$ cat config.mk
export PLATFORM = sky130hd
export DESIGN_NAME = xalu_master
export DESIGN_NICKNAME = d
export VERILOG_FILES = /design/src/rtl/xalu_pkg.sv /design/src/rtl/xalu_master.sv
export SDC_FILE = /design/constraint.sdc
export NUM_CORES = 1
export LEC_CHECK = 0
export ABC_AREA = 1
export CAP_MARGIN = 20
export CORE_MARGIN = 10
export CORE_UTILIZATION = 54
export CTS_BUF_LIST = sky130_fd_sc_hd__clkbuf_4
export CTS_CLUSTER_DIAMETER = 30
export DETAILED_ROUTE_END_ITERATION = 16
export PLACE_DENSITY = 0.89
export SYNTH_ARGS = -nofsm -noshare
export SYNTH_HDL_FRONTEND = slang
export SYNTH_SLANG_ARGS = --single-unit
$ cat constraint.sdc
create_clock -name clk -period 3 [get_ports clk]
set_input_delay 0.9 -clock clk [delete_from_list [all_inputs] [get_ports clk]]
set_output_delay 0.9 -clock clk [all_outputs]
set_load 0.02 [all_outputs]
$ cat src/rtl/xalu_pkg.sv
// Shared definitions for the extended ALU bus initiator: op codes, register
// offsets, FSM states and the operand-usage decode.
package xalu_pkg;

    localparam logic [3:0] OP_A0   = 4'd0;
    localparam logic [3:0] OP_A1   = 4'd1;
    localparam logic [3:0] OP_SHR  = 4'd2;
    localparam logic [3:0] OP_SHL  = 4'd3;
    localparam logic [3:0] OP_AND  = 4'd4;
    localparam logic [3:0] OP_NAND = 4'd5;
    localparam logic [3:0] OP_OR   = 4'd6;
    localparam logic [3:0] OP_NOR  = 4'd7;
    localparam logic [3:0] OP_XOR  = 4'd8;
    localparam logic [3:0] OP_NOT  = 4'd9;
    localparam logic [3:0] OP_MAX  = OP_NOT;

    localparam logic [7:0] A0_OFS = 8'd0;
    localparam logic [7:0] A1_OFS = 8'd1;

    typedef enum logic [2:0] {
        IDLE,
        WR_A0,
        WR_A1,
        RD,
        RESP
    } state_t;

    function automatic logic uses_a0(input logic [3:0] op);
        return (op == OP_A0) || ((op >= OP_SHR) && (op <= OP_NOT));
    endfunction

    function automatic logic uses_a1(input logic [3:0] op);
        return (op == OP_A1) || ((op >= OP_AND) && (op <= OP_XOR));
    endfunction

endpackage

$ cat src/rtl/xalu_master.sv
// Bus initiator for the extended ALU peripheral: writes operands (skipping
// writes that match the shadow copies), reads the op result and returns it.
module xalu_master
    import xalu_pkg::*;
#(
    parameter logic [7:0] BASE_ADDR  = 8'h0F,
    parameter int         DATA_WIDTH = 8
) (
    input  logic                  clk,
    input  logic                  rst,
    input  logic                  req_valid,
    output logic                  req_ready,
    input  logic [3:0]            req_op,
    input  logic [DATA_WIDTH-1:0] req_a,
    input  logic [DATA_WIDTH-1:0] req_b,
    input  logic                  inval,
    output logic                  resp_valid,
    input  logic                  resp_ready,
    output logic [DATA_WIDTH-1:0] resp_data,
    output logic                  resp_err,
    output logic [7:0]            bus_addr,
    output logic                  bus_we,
    output logic [DATA_WIDTH-1:0] bus_wdata,
    input  logic [DATA_WIDTH-1:0] bus_rdata
);

    state_t                state;
    state_t                next_state;
    logic [3:0]            op_q;
    logic [DATA_WIDTH-1:0] a_q;
    logic [DATA_WIDTH-1:0] b_q;
    logic                  need_w1_q;
    logic [DATA_WIDTH-1:0] shadow0;
    logic [DATA_WIDTH-1:0] shadow1;
    logic                  valid0;
    logic                  valid1;
    logic                  accept;
    logic                  need_w0;
    logic                  need_w1;

    assign accept  = req_valid && (state == IDLE);
    assign need_w0 = uses_a0(req_op) && (!valid0 || (shadow0 != req_a));
    assign need_w1 = uses_a1(req_op) && (!valid1 || (shadow1 != req_b));

    always_comb begin
        next_state = state;
        req_ready  = 1'b0;
        resp_valid = 1'b0;
        bus_addr   = 8'h00;
        bus_we     = 1'b0;
        bus_wdata  = '0;
        case (state)
            IDLE: begin
                req_ready = 1'b1;
                if (accept) begin
                    if (req_op > OP_MAX)
                        next_state = RESP;
                    else if (need_w0)
                        next_state = WR_A0;
                    else if (need_w1)
                        next_state = WR_A1;
                    else
                        next_state = RD;
                end
            end
            WR_A0: begin
                bus_addr   = BASE_ADDR + A0_OFS;
                bus_we     = 1'b1;
                bus_wdata  = a_q;
                next_state = need_w1_q ? WR_A1 : RD;
            end
            WR_A1: begin
                bus_addr   = BASE_ADDR + A1_OFS;
                bus_we     = 1'b1;
                bus_wdata  = b_q;
                next_state = RD;
            end
            RD: begin
                bus_addr   = BASE_ADDR + {4'h0, op_q};
                next_state = RESP;
            end
            RESP: begin
                resp_valid = 1'b1;
                if (resp_ready)
                    next_state = IDLE;
            end
            default: next_state = IDLE;
        endcase
    end

    // The A1 write decision is frozen at accept so a later inval cannot
    // change the shape of an op already in flight.
    always_ff @(posedge clk) begin
        if (rst) begin
            state     <= IDLE;
            op_q      <= '0;
            a_q       <= '0;
            b_q       <= '0;
            need_w1_q <= 1'b0;
            resp_data <= '0;
            resp_err  <= 1'b0;
        end else begin
            state <= next_state;
            if (accept) begin
                op_q      <= req_op;
                a_q       <= req_a;
                b_q       <= req_b;
                need_w1_q <= need_w1;
                if (req_op > OP_MAX) begin
                    resp_data <= '0;
                    resp_err  <= 1'b1;
                end
            end
            if (state == RD) begin
                resp_data <= bus_rdata;
                resp_err  <= 1'b0;
            end
        end
    end

    // Shadow copies of the peripheral operand registers; inval beats a
    // simultaneous write so an external writer is never masked.
    always_ff @(posedge clk) begin
        if (rst) begin
            shadow0 <= '0;
            shadow1 <= '0;
            valid0  <= 1'b0;
            valid1  <= 1'b0;
        end else begin
            if (state == WR_A0)
                shadow0 <= a_q;
            if (state == WR_A1)
                shadow1 <= b_q;
            if (inval) begin
                valid0 <= 1'b0;
                valid1 <= 1'b0;
            end else begin
                if (state == WR_A0)
                    valid0 <= 1'b1;
                if (state == WR_A1)
                    valid1 <= 1'b1;
            end
        end
    end

endmodule

==> results of run 1 <==
## layout make-up
type / count / area, sq um
multi-input cells: 228 / 1050
fillers: 331 / 1040
flip-flops and latches: 51 / 1020
repair buffers: 65 / 651
inverters: 45 / 169
well taps: 50 / 62.6
clock buffers: 6 / 45.0
clock inverters: 2 / 12.5
## power by group through the flow
stage	clock network (uW)	registers [uW]	logic [uW]
2_1_floorplan	0	787	253
3_3_place_gp	0	790	410
3_5_place_dp	0	792	420
4_1_cts	322	779	419
5_1_grt	359	788	461
6_report	319	781	415
## cell usage after synthesis, drive strengths merged
master	count
nor3	3
xnor2	2
xor2	2
nand4	1
conb	1
nand2	97
clkbuf	5
o31ai	1
buf	10
or2	2
nor2	34
a211oi	1
a31o	1
nor3b	1
inv	45
a21oi	47
dfxtp	51
o21ai	23
nand3	7
a31oi	2
ha	1
## sequential cells by signal, summed over array words and instances (netlist names)
| register | flops |
|---|---|
| a_q | 8 |
| b_q | 8 |
| resp_data | 8 |
| shadow0 | 8 |
| shadow1 | 8 |
| op_q | 4 |
| state | 3 |
| need_w1_q | 1 |
| resp_err | 1 |
| valid0 | 1 |
| valid1 | 1 |
## kinds of logic (layout without fill, tap and decap cells)
group / after synthesis / count (layout)
flip-flops: 51 / 51
other: 1 / 3
adder cells (fa/ha/maj): 1 / 1
AND/OR/NAND/NOR: 145 / 145
buffers and inverters: 60 / 118
AO/OA/AOI/OAI: 75 / 75
XOR/XNOR: 4 / 4
## routing by layer
| metal | wire length, microns | vias to the layer above | share of wire, % |
|---|---|---|---|
| met5 | 0 | - | 0 |
| met4 | 125 | 0 | 2.1 |
| met3 | 440 | 10 | 7.2 |
| met2 | 2920 | 69 | 48 |
| met1 | 2590 | 1014 | 43 |
| li1 | - | 1170 | - |
## what timing repair did
item / 4_1_cts / 5_1_grt
hold buffers: 0 / 0
setup endpoints to repair: 10 / 10
resized for setup: 3 / 10
gates cloned: 0 / 0
endpoints found under the hold margin: 0 / 0
## final timing paths
path | startpoint | endpoint | cells after the start
worst max register to register | state[2]$_SDFFE_PP0P_ | resp_data[5]$_SDFFE_PP0P_ | 8
worst min register to register | valid1$_SDFFE_PP0N_ | valid1$_SDFFE_PP0N_ | 2
worst max-delay path | state[0]$_SDFFE_PP0P_ | bus_addr[4] | 7
worst min-delay path | valid1$_SDFFE_PP0N_ | valid1$_SDFFE_PP0N_ | 2
## per-stage QoR
stage	area (sq um)	setup slack, ns	hold WS, ns	total power, uW
finish	3010	0.155	0.465	1510
CTS	2990	0.0105	0.465	1520
detailed placement	2930	0.370	0.446	1210
global placement	2930	0.429	0.440	1200
global route	3010	0.0321	0.484	1610
floorplan	2320	0.865	0.432	1040
## worst max-delay path, stage by stage, from the launching register on
cell	delay, ns
dfxtp_2	0.40
inv_1	0.07
nor2_1	0.11
inv_2	0.07
nor2_2	0.11
o21ai_0	0.13
nand2_1	0.08
clkdlybuf4s50_1	0.60
==> impl_results.md, run 1 <==
* Initial Utilization at 57.0%
* Yosys warnings at 0
* Detailed Route Iter0 Violations at just under 200
* Clk sinks at 51
* Initial antenna violation count at 0
* Met3 global-route usage at about 5.0%
* Status: finished clean
* Final WL at roughly 6100 microns
* First-pass GRT wire length at roughly 10,000 microns
* Die area at approximately 7300 sq um
* Synthesized area at 2310 sq um
* Rows at 23
* Vias in the first global route at 2,168
* Final Cycle Share at 94.8%
* Clock Power Share at between 20% and 30%
* Share of cells above drive strength 1 at between 8 and 9%
* Non-Filler Instances at 447
* Power Density at just over 500 nW/um^2
* Sequential power share at about 52%
* Area Growth Syn to Fin at 30.3%
* DRC at 0
* Simple-Gate Fraction of Synth Area at 26.1%
* Total Routing Usage GR at around 16%
* Comb power frac at 27.4%
* Area fraction in compound gates after synthesis at 16.7%
* Latest clock arrival within the worst-skew pair at around 0.38 ns
* Startpoint types: flip-flop
* Setup TNS at 0 ns
* WL/cell at roughly 14 microns
* Final setup fails at 0
* Final Hold Viols at 0
* Most common cell after layout, fill and taps aside: nand2_1
* Worst hold path class: reg2reg
* Final net count at between 400 and 500
* Largest family of logic cells by synthesized area: simple AND/OR/NAND/NOR gates
* Most frequent cells in the layout: nand2_1 (97), dfxtp_1 (49), a21oi_1 (47)
* Fmax at 351 MHz
* Crit Path Class: reg2out
* Grt peak-use layer: met2
* Sw frac at around a third
* Worst-path clk slew at roughly 0.15 ns
* Worst-margin pin slew at around 0.56 ns
* Most area-hungry cell type in the Yosys netlist: dfxtp_1
* Yosys top cell area share at between 40 and 50%
* IO Pins at ~60
* VDD IR max at 0.000260 V
* Die Wd at 85.4 microns
* Count of cell types in the netlist at 28
* Synth area leaders: dfxtp_1 (44%), nand2_1 (16%), a21oi_1 (10%), inv_1 (6.5%), o21ai_0 (5.0%)
* Total CTS buffers at 5
* Worst slew margin at 62.6%
* Vias at approximately 2,300
* Layout Skew at 0.00705 ns
* GPL Wtd Cong at between 0.8 and 0.9
* Post-synthesis sequential area ratio at between 40% and 50%
* Crit-path max FO at 5
* Setup bufs post-CTS at 0
* Psw at between 500 and 600 uW
* Slew Limit Fails at 0
* Final core utilization at about three quarters
* Cell total after placement at about 440
* HPWL Detailed at approximately 4500 microns
* RSZ-0062 raised after global routing: no
* Multiplexer share of the synthesized area at 0%
* H-Tree Depth at 2
* Internal power at just over 1000 uW
* Die height at 85.4 microns
* Met1 usage at 19.0%
* CTS tree: done
* ANT nets after route at 0
* Cells after synthesis at approximately 340
* Root buf cell: clkbuf_4
* 1st-pass router iterations at 4
* Yosys reg bits at 51
* Core outline area at between 4000 and 5000 sq um
* Total of max-cap violations at 0
* Worst reg2reg setup slack at 1.52 ns
* Clk buf depth at 2
* GRT met2 Usage at between 20% and 30%
* GRT Residual Overflow at 0
* Post-Synth XOR/XNOR Area at under 10%
* Largest net degree at the start of global routing at 33
* Min Tclk post-route at 2.85 ns
* Critical path endpoint category: output pin
* Syn_area_per_cell at just under 7 sq um
* Buffers on Ports at 57
* Critical Path AT at between 1.5 and 2 ns
* Vias per inst at between 5 and 6
* Static leakage at 0.00144 uW
* Antenna cells at 0
* Synth Area in Adders at less than 1%
* Critical Path RT at about 2.1 ns
(Power assumes the default switching activity.)
==> run 2: changes to the inputs <==
--- a/config.mk
+++ b/config.mk
@@ -8,11 +8,11 @@
 export ABC_AREA = 1
 export CAP_MARGIN = 20
 export CORE_MARGIN = 10
-export CORE_UTILIZATION = 54
+export CORE_UTILIZATION = 40
 export CTS_BUF_LIST = sky130_fd_sc_hd__clkbuf_4
 export CTS_CLUSTER_DIAMETER = 30
 export DETAILED_ROUTE_END_ITERATION = 16
-export PLACE_DENSITY = 0.89
+export PLACE_DENSITY = 0.69
 export SYNTH_ARGS = -nofsm -noshare
 export SYNTH_HDL_FRONTEND = slang
 export SYNTH_SLANG_ARGS = --single-unit
==> run 2 against run 1 <==
Cell count increased by 5.6%. Utilization decreased by 20 points. First-iteration DRC count decreased by 23%. Critical path depth decreased by 3. Clock power about the same. Worst hold slack improved by 0.0052 ns. Global-route usage decreased by 2.5 points. Combinational power increased by 3%. Sequential cell count unchanged. Die area increased by 26%.
==> impl_results.md, run 2 (synthesis results as in run 1) <==
* Clk sinks at 51
* 1st-pass router iterations at 4
* Final setup fails at 0
* Buffers on Ports at 57
* Final WL at about 6500 microns
* Final core utilization at roughly 55%
* CTS tree: done
* Vias at 2,252
* Initial Utilization at roughly two fifths
* Critical path endpoint category: output pin
* Total CTS buffers at 5
* Setup TNS at 0 ns
* Power Density at approximately 500 nW/um^2
* Rows at 27
* Slowest cell on the critical path: clkdlybuf4s50_1
* RSZ-0062 raised after global routing: no
* Detailed Route Iter0 Violations at 152
* CP delay by family, top: buffers and inverters
* Buf/Inv on CP at 2
* Share of cells above drive strength 1 at 8.77%
* Die height at about 96 microns
* Core outline area at between 5000 and 6000 sq um
* Fillcell total at between 500 and 600
* Min Tclk post-route at between 2 and 3 ns
* Initial antenna violation count at 1
* Slew Limit Fails at 0
* Largest net degree at the start of global routing at 33
* Worst slew margin at roughly three fifths
* Vias per inst at 4.77
* CTS Hold Buffers Added at 0
* Critical Path RT at between 2 and 2.5 ns
* CP cell instances: inv_1 > ha_1 > a21oi_1 > clkdlybuf4s50_1
* Fmax at 358 MHz
* Static leakage at about 0.0014 uW
* Total of max-cap violations at 0
* DRC at 0
* ANT nets after route at 0
* VDD IR max at around 0.00021 V
* GPL Wtd Cong at 0.804
* Worst-margin pin slew at slightly above 0.6 ns
* Startpoint types: flip-flop
* First-pass GRT wire length at between 10,000 and 15,000 microns
* Crit-path max FO at 4
* WL/cell at about 14 microns
* Root buf cell: clkbuf_4
* Total Routing Usage GR at 14.0%
* Status: finished clean
* Area Growth Syn to Fin at 31.9%
* Multi-input gate area at roughly 1000 sq um
* Die Wd at 96.0 microns
* Most frequent cells in the layout: nand2_1 (97), dfxtp_1 (49), a21oi_1 (47)
* GRT Residual Overflow at 0
* Latest clock arrival within the worst-skew pair at about 0.37 ns
* Critical Path AT at 1.89 ns
* Worst path max stage delay at a little over 0.6 ns
* H-Tree Depth at 2
* Final net count at roughly 430
* Final Cycle Share at about 93%
* Final Hold Viols at 0
* Sequential cell area at between 1000 and 1500 sq um
* IO Pins at ~60
* Worst hold path class: reg2reg
* HPWL Detailed at 4800 microns
* Most common cell after layout, fill and taps aside: nand2_1
* Layout Skew at about 0.0075 ns
* Clk buf depth at 2
* Die area at just over 9000 sq um
* Vias in the first global route at around 2,100
* Worst-path clk slew at 0.15 ns
* Crit Path Class: reg2out
run 2: timing repair:
action | CTS | global route
setup buffers | 2 | 0
endpoints found under the setup margin | 12 | 4
cloned | 0 | 0
gates resized for setup | 10 | 4
pin swaps | 1 | 0
run 2: metrics by stage:
stage / cell area, sq um / hold WS [ns] / setup WS [ns] / total power, uW / cells
final: 3050 / 0.470 / 0.205 / 1530 / 472
after global routing: 3050 / 0.494 / 0.0865 / 1620 / 472
after CTS: 3040 / 0.474 / 0.0131 / 1540 / 471
after detailed placement: 2960 / 0.454 / 0.280 / 1220 / 461
after global placement: 2960 / 0.444 / 0.317 / 1210 / 461
after floorplan: 2320 / 0.432 / 0.865 / 1040 / 339
run 2: layout make-up:
cell class	instances	area share, %
clock buffers	5	1.23
inverters	45	5.54
flip-flops and latches	51	33.6
clock inverters	3	0.616
repair buffers	67	21.6
multi-input cells	228	34.4
well taps	72	2.95
diodes	1	0.0821
run 2: final timing paths:
check | start | endpoint | slack (ns) | cells after the start
hold reg to reg | resp_data[5]$_SDFFE_PP0P_ | resp_data[5]$_SDFFE_PP0P_ | 0.47 | 2
setup / recovery | op_q[0]$_SDFFE_PP0P_ | bus_addr[1] | 0.21 | 4
setup reg to reg | state[2]$_SDFFE_PP0P_ | resp_data[7]$_SDFFE_PP0P_ | 1.50 | 8
hold / removal | resp_data[5]$_SDFFE_PP0P_ | resp_data[5]$_SDFFE_PP0P_ | 0.47 | 2
run 2: power by group:
| part | leakage (uW) | total [uW] | internal (uW) | switching (uW) |
|---|---|---|---|---|
| Clock | 0.0000354 | 318 | 92.4 | 225 |
| Sequential | 0.000418 | 782 | 741 | 41.5 |
| Combinational | 0.000944 | 428 | 179 | 249 |
| Total | 0.00140 | 1530 | 1010 | 516 |
run 2: tightest hold or removal path: cells and delay by family, from the launching register on:
family / cells / cell delay (ns)
flops: 1 / 0.34
simple gates: 1 / 0.06
compound gates: 1 / 0.05
run 2: per-layer routing:
layer / GRT usage (%) / vias to the layer above / part of all wire [%]
met5: 0 / - / 0
met4: 5.90 / 0 / 0.94
met3: 3.27 / 4 / 6.7
met2: 21.6 / 63 / 47
met1: 18.1 / 1015 / 45
li1: - / 1170 / -
